**src/rtl/fix_pkg.sv**
```systemverilog
// Shared constants and parser state type for the FIX receive framer.
package fix_pkg;

  localparam logic [7:0] SOH        = 8'h01;
  localparam logic [7:0] ASCII_8    = 8'h38;
  localparam logic [7:0] ASCII_1    = 8'h31;
  localparam logic [7:0] ASCII_0    = 8'h30;
  localparam logic [7:0] ASCII_EQ   = 8'h3D;
  localparam logic [7:0] ASCII_DIG0 = 8'h30;

  typedef enum logic [2:0] {
    IDLE,
    BODY,
    T1,
    T0,
    CK
  } parse_state_e;

  function automatic logic is_digit(input logic [7:0] b);
    return (b >= 8'h30) && (b <= 8'h39);
  endfunction

endpackage

```
**src/rtl/fix_byte_fifo.sv**
```systemverilog
// Store-and-forward byte FIFO: speculative writes become readable only on commit,
// and rewind discards everything written since the last commit.
module fix_byte_fifo #(
  parameter int unsigned DEPTH = 64
) (
  input  logic       clk,
  input  logic       rst,
  input  logic       wr_en,
  input  logic [8:0] wr_data,
  input  logic       commit,
  input  logic       rewind,
  input  logic       rd_en,
  output logic [8:0] rd_data,
  output logic       full,
  output logic       empty,
  output logic       committed_empty
);

  localparam int unsigned PW = $clog2(DEPTH);

  logic [PW-1:0] wr_ptr;
  logic [PW-1:0] rd_ptr;
  logic [PW-1:0] commit_ptr;
  logic [PW-1:0] wr_ptr_adv;
  logic          wr_ok;
  logic [8:0]    mem [DEPTH];

  // One slot is kept unused so full and empty are distinguishable with plain pointers.
  assign full            = (wr_ptr + PW'(1)) == rd_ptr;
  assign empty           = wr_ptr == rd_ptr;
  assign committed_empty = rd_ptr == commit_ptr;
  assign rd_data         = mem[rd_ptr];

  assign wr_ok      = wr_en & ~full;
  assign wr_ptr_adv = wr_ok ? wr_ptr + PW'(1) : wr_ptr;

  always_ff @(posedge clk) begin
    if (wr_ok) begin
      mem[wr_ptr] <= wr_data;
    end
  end

  always_ff @(posedge clk or negedge rst) begin
    if (!rst) begin
      wr_ptr     <= '0;
      rd_ptr     <= '0;
      commit_ptr <= '0;
    end else begin
      wr_ptr <= rewind ? commit_ptr : wr_ptr_adv;
      if (commit) begin
        commit_ptr <= wr_ptr_adv;
      end
      if (rd_en && !committed_empty) begin
        rd_ptr <= rd_ptr + PW'(1);
      end
    end
  end

endmodule

```
**src/rtl/fix_rx_framer.sv**
```systemverilog
// FIX receive framer: finds message boundaries in the TOE byte stream, verifies
// tag 10, and forwards only complete checksum-valid messages to fix_engine.
module fix_rx_framer
  import fix_pkg::*;
#(
  parameter int unsigned DEPTH = 64,
  parameter int unsigned CNT_W = 16
) (
  input  logic             clk,
  input  logic             rst,
  input  logic [7:0]       toe_data_i,
  input  logic             toe_valid_i,
  output logic             toe_ready_o,
  output logic [7:0]       msg_o,
  output logic             msg_valid_o,
  input  logic             msg_ready_i,
  output logic             new_message_o,
  output logic             msg_last_o,
  output logic             checksum_err_o,
  output logic             frame_err_o,
  output logic [CNT_W-1:0] good_cnt_o,
  output logic [CNT_W-1:0] bad_cnt_o
);

  parse_state_e state, state_nxt;
  logic [7:0]   sum, sum_nxt;
  logic [7:0]   fsum, fsum_nxt;
  logic [9:0]   val, val_nxt;
  logic [1:0]   ndig, ndig_nxt;
  logic         fstart, fstart_nxt;
  logic         wr_en, commit, rewind, ck_bad, fr_bad;
  logic         fifo_full, fifo_empty, fifo_cempty;
  logic [8:0]   rd_data;
  logic         at_start;
  logic         accept;
  logic [7:0]   dig;

  assign toe_ready_o = rst & ((state == IDLE) | ~fifo_full);
  assign accept      = toe_valid_i & toe_ready_o;
  assign dig         = toe_data_i - ASCII_DIG0;

  always_comb begin
    state_nxt  = state;
    sum_nxt    = sum;
    fsum_nxt   = fsum;
    val_nxt    = val;
    ndig_nxt   = ndig;
    fstart_nxt = fstart;
    wr_en      = 1'b0;
    commit     = 1'b0;
    rewind     = 1'b0;
    ck_bad     = 1'b0;
    fr_bad     = 1'b0;
    // Full with nothing committed ahead: the message can never fit, so drop it.
    if ((state != IDLE) && fifo_full && fifo_cempty) begin
      rewind    = 1'b1;
      fr_bad    = 1'b1;
      state_nxt = IDLE;
    end else if (accept) begin
      fstart_nxt = (toe_data_i == SOH);
      unique case (state)
        IDLE: begin
          if (toe_data_i == ASCII_8) begin
            wr_en     = 1'b1;
            sum_nxt   = ASCII_8;
            state_nxt = BODY;
          end
        end
        BODY: begin
          wr_en   = 1'b1;
          sum_nxt = sum + toe_data_i;
          if (fstart && (toe_data_i == ASCII_1)) begin
            fsum_nxt  = sum;
            state_nxt = T1;
          end
        end
        T1: begin
          wr_en     = 1'b1;
          sum_nxt   = sum + toe_data_i;
          state_nxt = (toe_data_i == ASCII_0) ? T0 : BODY;
        end
        T0: begin
          wr_en   = 1'b1;
          sum_nxt = sum + toe_data_i;
          if (toe_data_i == ASCII_EQ) begin
            val_nxt   = '0;
            ndig_nxt  = '0;
            state_nxt = CK;
          end else begin
            state_nxt = BODY;
          end
        end
        CK: begin
          if (is_digit(toe_data_i) && (ndig < 2'd3)) begin
            wr_en    = 1'b1;
            val_nxt  = val * 10'd10 + {2'b00, dig};
            ndig_nxt = ndig + 2'd1;
          end else if ((toe_data_i == SOH) && (ndig == 2'd3)) begin
            wr_en     = 1'b1;
            state_nxt = IDLE;
            if (val == {2'b00, fsum}) begin
              commit = 1'b1;
            end else begin
              rewind = 1'b1;
              ck_bad = 1'b1;
            end
          end else begin
            rewind    = 1'b1;
            fr_bad    = 1'b1;
            state_nxt = IDLE;
          end
        end
        default: state_nxt = IDLE;
      endcase
    end
  end

  fix_byte_fifo #(
    .DEPTH(DEPTH)
  ) u_fifo (
    .clk            (clk),
    .rst            (rst),
    .wr_en          (wr_en),
    .wr_data        ({commit, toe_data_i}),
    .commit         (commit),
    .rewind         (rewind & ~fifo_empty),
    .rd_en          (msg_ready_i),
    .rd_data        (rd_data),
    .full           (fifo_full),
    .empty          (fifo_empty),
    .committed_empty(fifo_cempty)
  );

  assign msg_valid_o   = ~fifo_cempty;
  assign msg_o         = rd_data[7:0];
  assign msg_last_o    = msg_valid_o & rd_data[8];
  assign new_message_o = msg_valid_o & at_start;

  always_ff @(posedge clk or negedge rst) begin
    if (!rst) begin
      state          <= IDLE;
      sum            <= '0;
      fsum           <= '0;
      val            <= '0;
      ndig           <= '0;
      fstart         <= 1'b0;
      at_start       <= 1'b1;
      checksum_err_o <= 1'b0;
      frame_err_o    <= 1'b0;
      good_cnt_o     <= '0;
      bad_cnt_o      <= '0;
    end else begin
      state          <= state_nxt;
      sum            <= sum_nxt;
      fsum           <= fsum_nxt;
      val            <= val_nxt;
      ndig           <= ndig_nxt;
      fstart         <= fstart_nxt;
      checksum_err_o <= ck_bad;
      frame_err_o    <= fr_bad;
      if (msg_valid_o && msg_ready_i) begin
        at_start <= rd_data[8];
      end
      if (commit) begin
        good_cnt_o <= good_cnt_o + CNT_W'(1);
      end
      if (ck_bad || fr_bad) begin
        bad_cnt_o <= bad_cnt_o + CNT_W'(1);
      end
    end
  end

endmodule

```
**config.mk**
```make
export PLATFORM = sky130hd
export DESIGN_NAME = fix_rx_framer
export DESIGN_NICKNAME = d
export VERILOG_FILES = /design/src/rtl/fix_pkg.sv /design/src/rtl/fix_byte_fifo.sv /design/src/rtl/fix_rx_framer.sv
export SDC_FILE = /design/constraint.sdc
export NUM_CORES = 1
export LEC_CHECK = 0
export ABC_CLOCK_PERIOD_IN_PS = 8200
export CORE_MARGIN = 1.5
export CORE_UTILIZATION = 62
export DETAILED_ROUTE_END_ITERATION = 10
export MAX_ROUTING_LAYER = met4
export PLACE_DENSITY = 0.83
export SYNTH_ARGS = -nofsm -noshare
export SYNTH_HDL_FRONTEND = slang
export SYNTH_SLANG_ARGS = --single-unit
```
**constraint.sdc**
```tcl
create_clock -name clk -period 8.2 [get_ports clk]
set_input_delay 1.64 -clock clk [delete_from_list [all_inputs] [get_ports clk]]
set_output_delay 1.64 -clock clk [all_outputs]
set_load 0.02 [all_outputs]
```
[Word-level counts from Yosys, hierarchy flattened]
Memories as Yosys holds them, arrays and structs flattened.
Index checks and enable logic that the tools add are counted.
Operators by class
  add/subtract/negate cells: 8
  multipliers: 1
  $lt $le $gt $ge: 3
  eq/ne operators: 20
  mux-type cells: 48
  bitwise logic cells: 11
  reductions and logical operators: 21
Operators with widths (number)
  $add A16 B1 Y16 const B: 2
  $eq A8 B6 Y1 const B: 4
  $mux W1: 29
  $mux W10: 2
  $pmux W10 S2: 1
  $eq A6 B6 Y1: 3
  $mux W3: 6
  $pmux W8 S2: 1
  $pmux W3 S5: 1
  $add A6 B1 Y6 const B: 2
  $mux W6: 2
  $reduce_and A4 Y1: 3
  $add A10 B8 Y10: 1
  $eq A10 B8 Y1: 1
  $mul A10 B3 Y9 const B: 1
  $add A8 B8 Y8: 1
  $eq A8 B1 Y1 const B: 1
  $ge A8 B6 Y1 const B: 1
  $le A8 B6 Y1 const B: 1
  $logic_and A1 B1 Y1: 8
  $mux W8: 1
  $sub A8 B6 Y8 const B: 1
  $and A1 B1 Y1: 6
  $eq A3 B2 Y1 const B: 2
  other kinds (22): 31
Word-level totals
  register bits after elaboration: 85
  RAM bits: 576
  bits of input ports: 12
  output and inout port bits: 46
  word-level logic and storage cells: 127
  memories: 1
Memories
  u_fifo.mem: words 64, width 9, rd ports 1, clocked after Yosys merged registers in 0, write ports 1, RTL line fix_byte_fifo.sv:26  | logic [8:0] mem [DEPTH];

[Longest topological paths before layout]
Gate-level depths: netlist of the first run.
  depth in word-level cells: 11
  depth in mapped cells: 12

[By module]
From an unflattened synthesis of the first run, not the netlist that was laid out.
Second synthesis, totals
  cell total of the unflattened synthesis: 1503
  area total of the unflattened synthesis: 27764.1 µm²
Modules (own cells, without submodules)
  fix_byte_fifo: times used 1, cells an instance 1083, area an instance 23618.9 µm², seq. area each 17747.0 µm²
  fix_rx_framer: times used 1, cells an instance 420, area an instance 4145.2 µm², seq. area each 1677.9 µm²

[Worst setup path after synthesis of the first run]
OpenSTA, ideal clock, no wires.
  path kind: input port to flip-flop
  start point: input port toe_data_i[3]
  end point: memory u_fifo.mem[0][8], data pin
  library setup time: 864 ps
  arrival time: 5658 ps
  required time: 7336 ps
  path slack: 1678 ps
  stages on the path: 3
  path buffers: 0
  path through: nor3_1 nand4_1 nor4_1
On the way
  word-level cells in the longest chain between the ends: 7
RTL lines
  from (decl): RTL line fix_rx_framer.sv:11  | input logic [7:0] toe_data_i,
  $ge A8 B6 Y1 (tied with other cells): RTL line fix_pkg.sv:20  | return (b >= 8'h30) && (b <= 8'h39);
  $logic_and A1 B1 Y1 (on tied branches): RTL line fix_pkg.sv:20, fix_rx_framer.sv:98
  $logic_and A1 B1 Y1 or $mux W1 (tied branches): RTL line fix_rx_framer.sv:94, fix_rx_framer.sv:98
  $mux W1 (*): RTL line fix_rx_framer.sv:94  | if (is_digit(toe_data_i) && (ndig < 2'd3)) begin
  $mux W1 (*): RTL line fix_rx_framer.sv:61  | unique case (state)
  $mux W1 (*): RTL line fix_rx_framer.sv:59  | end else if (accept) begin
  $mux W1 (*): RTL line fix_rx_framer.sv:55  | if ((state != IDLE) && fifo_full && fifo_cempty) begin
  named net commit: RTL line fix_rx_framer.sv:31  | logic wr_en, commit, rewind, ck_bad, fr_bad;
  to (decl): RTL line fix_byte_fifo.sv:26
Mark *: on every way through the listed nets, which the timed path passes. The rest lies on a longest branch.

[Worst setup path after layout of the first run]
  start point: register u_fifo.rd_ptr[0]
  end point: output port msg_last_o
On the way
  word-level cells in the longest chain between the ends: 3
RTL lines
  from (decl): RTL line fix_byte_fifo.sv:22  | logic [PW-1:0] rd_ptr;
  from (signal assigned): RTL line fix_byte_fifo.sv:54  | rd_ptr <= rd_ptr + PW'(1);
  parallel branches: the longest is 2 deep, another holds $mem_v2 Z64 W9
  $and A1 B1 Y1 (*): RTL line fix_rx_framer.sv:136  | assign msg_last_o = msg_valid_o & rd_data[8];
  to (decl): RTL line fix_rx_framer.sv:18  | output logic msg_last_o,
Mark *: on every way between the ends.

==> flow_summary.toml, run 1 <==
[worst_setup_path]
required_ps = 6560
crit_top_cell = "mux4_2"
critPathSlowestCell = "dfrtp_4"
cp_top_family = "multiplexers"
r2r_start = "u_fifo.rd_ptr[1]"
crit_chain = "buf_4 -> mux4_2 -> mux4_2 -> mux2i_1 -> nand2_1 -> o21ai_0 -> nor2_1 -> clkdlybuf4s50_1"
slowest_delay_ps = 1060
worstSetupPathType = "reg2out"
worstPathMaxFanout = 46
setup.worst_path.start = "u_fifo.rd_ptr[0]"
setup.worst_path.end = "msg_last_o"
cp-end-kind = "output pin"
crit-reg2reg-capture = "u_fifo.mem[1][6]"
ff2ff_setup_slack_ps = 3270
cp_data_arrival_time_ps = 4730
crit_path_start_kind = "register"
cp.depth = 8
rr_worst_depth = 7
crit_buf_inv = 2

[floorplan]
io_pins = 58
die_area_um2 = 45300
fp.dieH_um = 213
initial_utilization = 0.631
row_count = 76
core-area_um2 = 43300
die_w_um = 213

[pwr]
p_int_uw = 5650
leakage_uw = 0.00990
switching_share = 0.228
power_switching_uw = 1670
seqPwrFrac = 0.519
power.density_nw_per_um2 = 240
power_uw = 7320
p_comb_frac = 0.076
irDropWorstVdd_mv = 0.198
p_clk_frac = 0.405

[detailed_routing]
drc = 0
wl_per_cell_um = 30.7
via_per_inst = 6.78
drt_iter0_markers = 1806
drt.antenna.violating_nets = 0
dr.pass1.iters = 7
postRouteWirelength_um = 64800
vias = 14400

[timing]
finalHoldViolCount = 0
maxSlewHeadroom = 0.228
setup-tns-final_ps = 0
min_period_ps = 6370
setup_viol = 0
finalClockSkew_ps = 22.5
fin_crit_sh = 0.777
rsz0062_at_grt = "false"
max_freq_mhz = 157
tightest_slew_ps = 1160
setup_ws_ps = 1830
report.final.slew_viol_count = 0

[final_layout]
drive_gt1_frac = 0.232
seqCellArea_um2 = 19400
syn2layout_area_growth_pct = 11.7
nNetsFinal = 1524
multi_input_area_um2 = 7460
fillCellCount = 2517
mostFrequentLayoutCells = "edfxtp_1, mux4_2, nor2_1, dfrtp_1"
layout_commonest_cell = "edfxtp_1"

[yosys]
synthArstFlopShare = 0.129
synth-edff-count = 576
syn_inst = 1413
yosys_register_bits = 661
synth_area_um2 = 27300
synthFlopType = "edfxtp_1"
synth.avg_cell_area_um2 = 19.3
yosysSeqAreaShare = 0.712
synth_warnings = 0
ys_types = 61
syn_nets = 1460

[cts]
ctsResizeCount = 0
worstSkewPairLatency_ps = 630
postCtsHoldBufs = 0
cts_tree = "done"
cts.clk_slew.worst_paths_ps = 70
cts-root-buf = "clkbuf_16"
clkSinkCount = 661
cts_buffer_depth = 3
cts_buffers = 61
cts_max_level = 2
post_cts.repair.setup_buffers = 0

[placement]
gp_congestion = 0.863
io_buffers = 57
dp_slack_ps = 2190
place_hpwl_um = 37900

[job]
cap_violations = 0

[run_status]
status = "finished clean"

[global_route]
grt_pass1_vias = 14500
grt-ovfl-total = 0
grt_pass1_wl_um = 96200
grt_use_total = 0.309
grt_antenna_before_repair = 3
grt_max_degree = 69

[min_path]
hold_path_class = "reg2reg"
## cell usage after synthesis, drive strengths merged (6+ instances only)
cell    count  share of area
o31ai       8         0.0022
nor2       87          0.012
and2        6         0.0014
inv        16         0.0022
nor2b       6         0.0014
a21oi      13         0.0024
mux2       24         0.0099
xnor2      45          0.014
nand4      16         0.0037
nand3      14         0.0028
ha         32          0.015
o21ai      17         0.0031
nand2      61         0.0084
and3        7         0.0016
nor3       23         0.0044
edfxtp    576           0.63
xor2       37          0.012
dfrtp      84          0.077
mux4      188           0.16
nor4        8         0.0018
buf        44         0.0080
clkbuf     34         0.0047
## through the flow
stage	cells	area, µm²	utilization	hold WS, ps
3_3_place_gp	1999	28400	0.656	458
6_report	2115	30500	0.704	476
4_1_cts	2112	30500	0.704	473
2_1_floorplan	1413	27300	-	441
5_1_grt	2115	30500	0.704	480
3_5_place_dp	1999	28400	0.656	464
## routing by layer
metal | up-vias | part of all wire | GRT usage
li1 | 5800 | - | -
met1 | 7518 | 0.37 | 0.413
met2 | 905 | 0.51 | 0.496
met3 | 127 | 0.091 | 0.0509
met4 | 0 | 0.028 | 0.0961
met5 | - | 0 | -
## registers in the layout, summed over array words and instances (netlist names)
name / flops
u_fifo.commit_ptr: 6
bad_cnt_o: 16
ndig: 2
u_fifo.wr_ptr: 6
at_start: 1
fsum: 8
sum: 8
state: 3
fstart: 1
frame_err_o: 1
u_fifo.rd_ptr: 6
checksum_err_o: 1
val: 10
good_cnt_o: 16
u_fifo.mem: 576
## area by class of cell
class / instances / share of cell area
Inverter: 16 / 0.00197
Clock buffer: 76 / 0.0533
Multi-Input combinational cell: 658 / 0.245
Tap cell: 585 / 0.0240
Sequential cell: 661 / 0.638
Timing Repair Buffer: 79 / 0.0232
Antenna cell: 3 / 0.000246
Clock inverter: 37 / 0.0146
## power groups by stage
stage	Combinational [µW]	Clock, µW	Sequential (µW)
3_5_place_dp	546	0	3870
4_1_cts	551	2980	3800
2_1_floorplan	367	0	3840
5_1_grt	599	3110	3810
6_report	556	2960	3800
3_3_place_gp	520	0	3860
## worst min-delay path by stage
| stage | startpoint | to | slack (ps) | cells past startpoint |
|---|---|---|---|---|
| finish | good_cnt_o[15] | good_cnt_o[15] | 480 | 1 |
| global placement | good_cnt_o[15] | good_cnt_o[15] | 460 | 1 |
| CTS | good_cnt_o[15] | good_cnt_o[15] | 470 | 1 |
| global route | good_cnt_o[15] | good_cnt_o[15] | 480 | 1 |
| floorplan | val[9] | val[9] | 440 | 2 |
| detailed placement | good_cnt_o[15] | good_cnt_o[15] | 460 | 1 |
## worst register-to-register path: stages, from the launching register on
cell	delay, ps
dfrtp_4	1050
buf_4	510
xnor2_1	140
nand2_1	120
a2111oi_2	100
nor3_2	670
nand4bb_1	910
nor2_1	1040
## cells by family (layout without fill, tap and decap cells)
logic type | Yosys count | in the layout | synth area share
adder cells (fa/ha/maj) | 35 | 35 | 0.0169
AND/OR/NAND/NOR | 261 | 261 | 0.0471
AO/OA/AOI/OAI | 67 | 67 | 0.0173
other | 0 | 3 | 0
flip-flops | 661 | 661 | 0.712
XOR/XNOR | 82 | 82 | 0.0263
buffers and inverters | 94 | 208 | 0.0149
multiplexers | 213 | 213 | 0.165
No activity file was read; power rests on OpenSTA's default activity.
==> inputs of run 2 (changes only) <==
Settings changed: ABC_CLOCK_PERIOD_IN_PS 8200 to 5550, CORE_UTILIZATION 62 to 56, PLACE_DENSITY 0.83 to 0.79.
Clock period 8.2 ns to 5.55 ns, I/O delays scaled along.
==> run 2 against run 1 <==
Against the previous run: worst setup slack got worse by 1500 ps; clock-buffer cell count grew 6; sequential share of layout area shrank 1.6 points; routed wire length shrank 1.3%; register-to-register slack got worse by 1500 ps; largest power group unchanged; flip-flop and latch count unchanged; die area grew 11%; clock power rose by 54%.
==> flow_summary.toml, run 2 (same netlist as run 1, synthesis figures left out) <==
[final_layout]
drive_gt1_frac = 0.270
reg_top3 = "u_fifo.mem x576, bad_cnt_o x16, good_cnt_o x16"
layout_commonest_cell = "edfxtp_1"
mostFrequentLayoutCells = "edfxtp_1, mux4_2, buf_4, nor2_1, dfrtp_1"
diodes = 0
syn2layout_area_growth_pct = 14.6
largest-register = "u_fifo.mem"
largest_reg_flops = 576
design_area_um2 = 31300
nNetsFinal = 1605

[global_route]
grt_antenna_before_repair = 0
grt_use_total = 0.272
grt_pass1_wl_um = 94800
grt_pass1_vias = 14700
grt_max_degree = 74
grt-ovfl-total = 0

[pwr]
power.density_nw_per_um2 = 351
irDropWorstVdd_mv = 0.255
leakage_uw = 0.0104

[floorplan]
initial_utilization = 0.569
core-area_um2 = 47900
die_area_um2 = 50000
io_pins = 58
row_count = 80
die_w_um = 224
fp.dieH_um = 224

[cts]
cts.clk_slew.worst_paths_ps = 60
cts_buffers = 67
cts-root-buf = "clkbuf_16"
cts_max_level = 3
post_cts.repair.setup_buffers = 0
cts_tree = "done"
worstSkewPairLatency_ps = 620
cts_buffer_depth = 3
clkSinkCount = 661
ctsResizeCount = 0
postCtsHoldBufs = 0

[worst_setup_path]
crit_path_start_kind = "register"
cp_data_arrival_time_ps = 4090
worstPathMaxFanout = 69
required_ps = 4440
worstSetupPathType = "reg2out"
cp-end-kind = "output pin"

[timing]
holdWs_ps = 353
report.final.slew_viol_count = 0
setup_viol = 0
rsz0062_at_grt = "false"
maxSlewHeadroom = 0.376
tightest_slew_ps = 933
setup-tns-final_ps = 0
min_period_ps = 5200
max_freq_mhz = 192
finalHoldViolCount = 0
fin_crit_sh = 0.937
finalClockSkew_ps = 33.4

[placement]
io_buffers = 57
place_hpwl_um = 37400
gp_congestion = 0.842
placed_area_um2 = 29000

[job]
cap_violations = 0

[detailed_routing]
drt_iter0_markers = 1804
drt.antenna.violating_nets = 0
postRouteWirelength_um = 64000
wl_per_cell_um = 28.7
vias = 14400
via_per_inst = 6.49
dr.pass1.iters = 5
drc = 0

[min_path]
hold_path_class = "in2async"

[run_status]
status = "finished clean"
run 2: power by group:
part           leakage [µW]  internal, µW  total, µW  switching (µW)
clock network       0.00109          2650       4550            1900
logic               0.00302           331        827             496
registers           0.00629          5500       5610             110
run 2: final timing paths:
| check | startpoint | end | slack (ps) | depth (start not counted) |
|---|---|---|---|---|
| worst min register to register | good_cnt_o[15] | good_cnt_o[15] | 470 | 1 |
| worst min-delay path | rst | good_cnt_o[13] | 350 | 1 |
| min in group clk | good_cnt_o[15] | good_cnt_o[15] | 470 | 1 |
| max in group asynchronous | rst | u_fifo.rd_ptr[0] | 3910 | 2 |
| worst max-delay path | u_fifo.rd_ptr[0] | msg_o[1] | 350 | 5 |
| worst max register to register | u_fifo.rd_ptr[4] | u_fifo.mem[9][7] | 1740 | 8 |
run 2: worst max-delay path, stage by stage (launching register included):
cell and delay [ps]:
dfrtp_4 600, buf_12 470, mux4_2 640, mux4_2 580
mux4_2 530, clkdlybuf4s50_1 560
run 2: through the flow:
step	std cells	util	worst slack, ps	power, µW
2_1_floorplan	1413	-	1250	6210
3_3_place_gp	2104	0.606	919	6480
3_5_place_dp	2104	0.606	963	6520
4_1_cts	2227	0.652	295	11000
5_1_grt	2227	0.652	147	11300
6_report	2227	0.652	351	11000
run 2: final cells by class:
class / instances / area, µm²
Clock buffer: 82 / 1830
Inverter: 16 / 60.1
Multi-Input combinational cell: 658 / 7460
Clock inverter: 41 / 394
Tap cell: 615 / 769
Timing Repair Buffer: 154 / 1320
Fill cell: 3039 / 16700
Sequential cell: 661 / 19400
run 2: per-layer routing:
| metal | track usage | routed length (µm) | vias to the layer above |
|---|---|---|---|
| met1 | 0.357 | 24300 | 7501 |
| met5 | - | 0 | - |
| met2 | 0.424 | 31600 | 835 |
| met4 | 0.111 | 2290 | 0 |
| li1 | - | - | 5972 |
| met3 | 0.0523 | 5740 | 139 |
==> inputs of run 3 (changes only) <==
Settings changed: CORE_MARGIN 1.5 to default, SKIP_CTS_REPAIR_TIMING from default to 1.
==> run 3 against run 2 <==
Against the previous run: fmax is 1.4% higher; via count fell by 1.7%; final cell count is 0.67% lower; sequential share of layout area rose by 0.29 points; register-to-register slack lost 380 ps; worst setup slack better by 73 ps; routed wire length decreased by 2.1%; cell area fell by 0.47%; critical path depth is 1 higher; combinational power decreased by 2.5%; largest cell class unchanged; highest routed layer unchanged.
==> flow_summary.toml, run 3 (same netlist as run 1, synthesis figures left out) <==
[run_status]
status = "finished clean"

[global_route]
grt_pass1_vias = 14700
grt_antenna_before_repair = 3
grt-ovfl-total = 0
grt_max_degree = 68
grt_use_total = 0.270
grt_pass1_wl_um = 93800

[placement]
io_buffers = 57
dp_slack_ps = 847
gp_congestion = 0.865
place_hpwl_um = 37100
dpl.cell_count = 2093

[timing]
setup_ws_ps = 424
setup-tns-final_ps = 0
rsz0062_at_grt = "false"
finalClockSkew_ps = 18.4
report.final.slew_viol_count = 0
fin_crit_sh = 0.924
tightest_slew_ps = 965
min_period_ps = 5130
finalHoldViolCount = 0
max_freq_mhz = 195
maxSlewHeadroom = 0.354
setup_viol = 0

[floorplan]
die_w_um = 223
initial_utilization = 0.570
io_pins = 58
core-area_um2 = 47800
die_area_um2 = 49600
row_count = 80
fp.dieH_um = 223

[pwr]
irDropWorstVdd_mv = 0.232
leakage_uw = 0.0103
power_uw = 10800
power.density_nw_per_um2 = 348

[worst_setup_path]
cp_data_arrival_time_ps = 4020
crit_path_start_kind = "register"
required_ps = 4440
cp-end-kind = "output pin"
ff2ff_setup_slack_ps = 1360
worstPathMaxFanout = 35
worstSetupPathType = "reg2out"

[cts]
cts_tree = "done"
cts_buffer_depth = 3
cts-root-buf = "clkbuf_16"
clkSinkCount = 661
cts_buffers = 67
cts_max_level = 3
worstSkewPairLatency_ps = 600
cts.clk_slew.worst_paths_ps = 60

[final_layout]
diodes = 0
post_layout_nonfiller_instances = 2212
reg_top3 = "u_fifo.mem x576, bad_cnt_o x16, good_cnt_o x16"
largest-register = "u_fifo.mem"
layout_commonest_cell = "edfxtp_1"
mostFrequentLayoutCells = "edfxtp_1, mux4_2, nor2_1, dfrtp_1, buf_4"
drive_gt1_frac = 0.258
syn2layout_area_growth_pct = 14.1
nNetsFinal = 1594
final_core_util = 0.651
largest_reg_flops = 576

[detailed_routing]
drt_iter0_markers = 1562
postRouteWirelength_um = 62600
via_per_inst = 6.42
drt.antenna.violating_nets = 0
drc = 0
wl_per_cell_um = 28.3
vias = 14200
dr.pass1.iters = 5

[job]
cap_violations = 0

[min_path]
hold_path_class = "in2async"
==> run 3: worst max-delay path, stage by stage (launching register included) <==
cell             delay, ps
dfrtp_4                700
buf_12                 330
buf_12                 240
mux4_2                 530
mux4_2                 510
mux4_2                 490
clkdlybuf4s50_1        550
==> run 3: worst paths after layout <==
check	start	end	depth (start not counted)
max	u_fifo.rd_ptr[0]	msg_o[1]	6
min	rst	bad_cnt_o[0]	1
max reg2reg	u_fifo.rd_ptr[2]	u_fifo.mem[8][0]	8
min reg2reg	good_cnt_o[15]	good_cnt_o[15]	1
max in group asynchronous	rst	u_fifo.rd_ptr[0]	2
min in group clk	good_cnt_o[15]	good_cnt_o[15]	1
==> run 3: layout make-up <==
class	count	area, µm²
clock buffer	84	1830
tap	615	769
fill	3117	16700
timing repair buffer	143	1260
multi-input combinational	658	7460
inverter	16	60.1
clock inverter	35	310
sequential	661	19400
==> run 3: routing by layer <==
layer,track usage,routed length (µm),vias to the layer above
li1,-,-,5941
met1,0.349,24600,7428
met2,0.430,31300,681
met3,0.0506,4580,147
met4,0.102,2150,0
met5,-,0,-
==> run 3: through the flow <==
stage / hold slack (ps) / area, µm²
after detailed placement: 462 / 29000
after CTS: 448 / 31100
after floorplan: 441 / 27300
after global placement: 457 / 29000
final: 456 / 31100
after global routing: 478 / 31100
==> run 3: report_power, final <==
| part | internal [µW] | switching, µW |
|---|---|---|
| clock | 2600 | 1820 |
| sequential | 5500 | 111 |
| combinational | 329 | 477 |
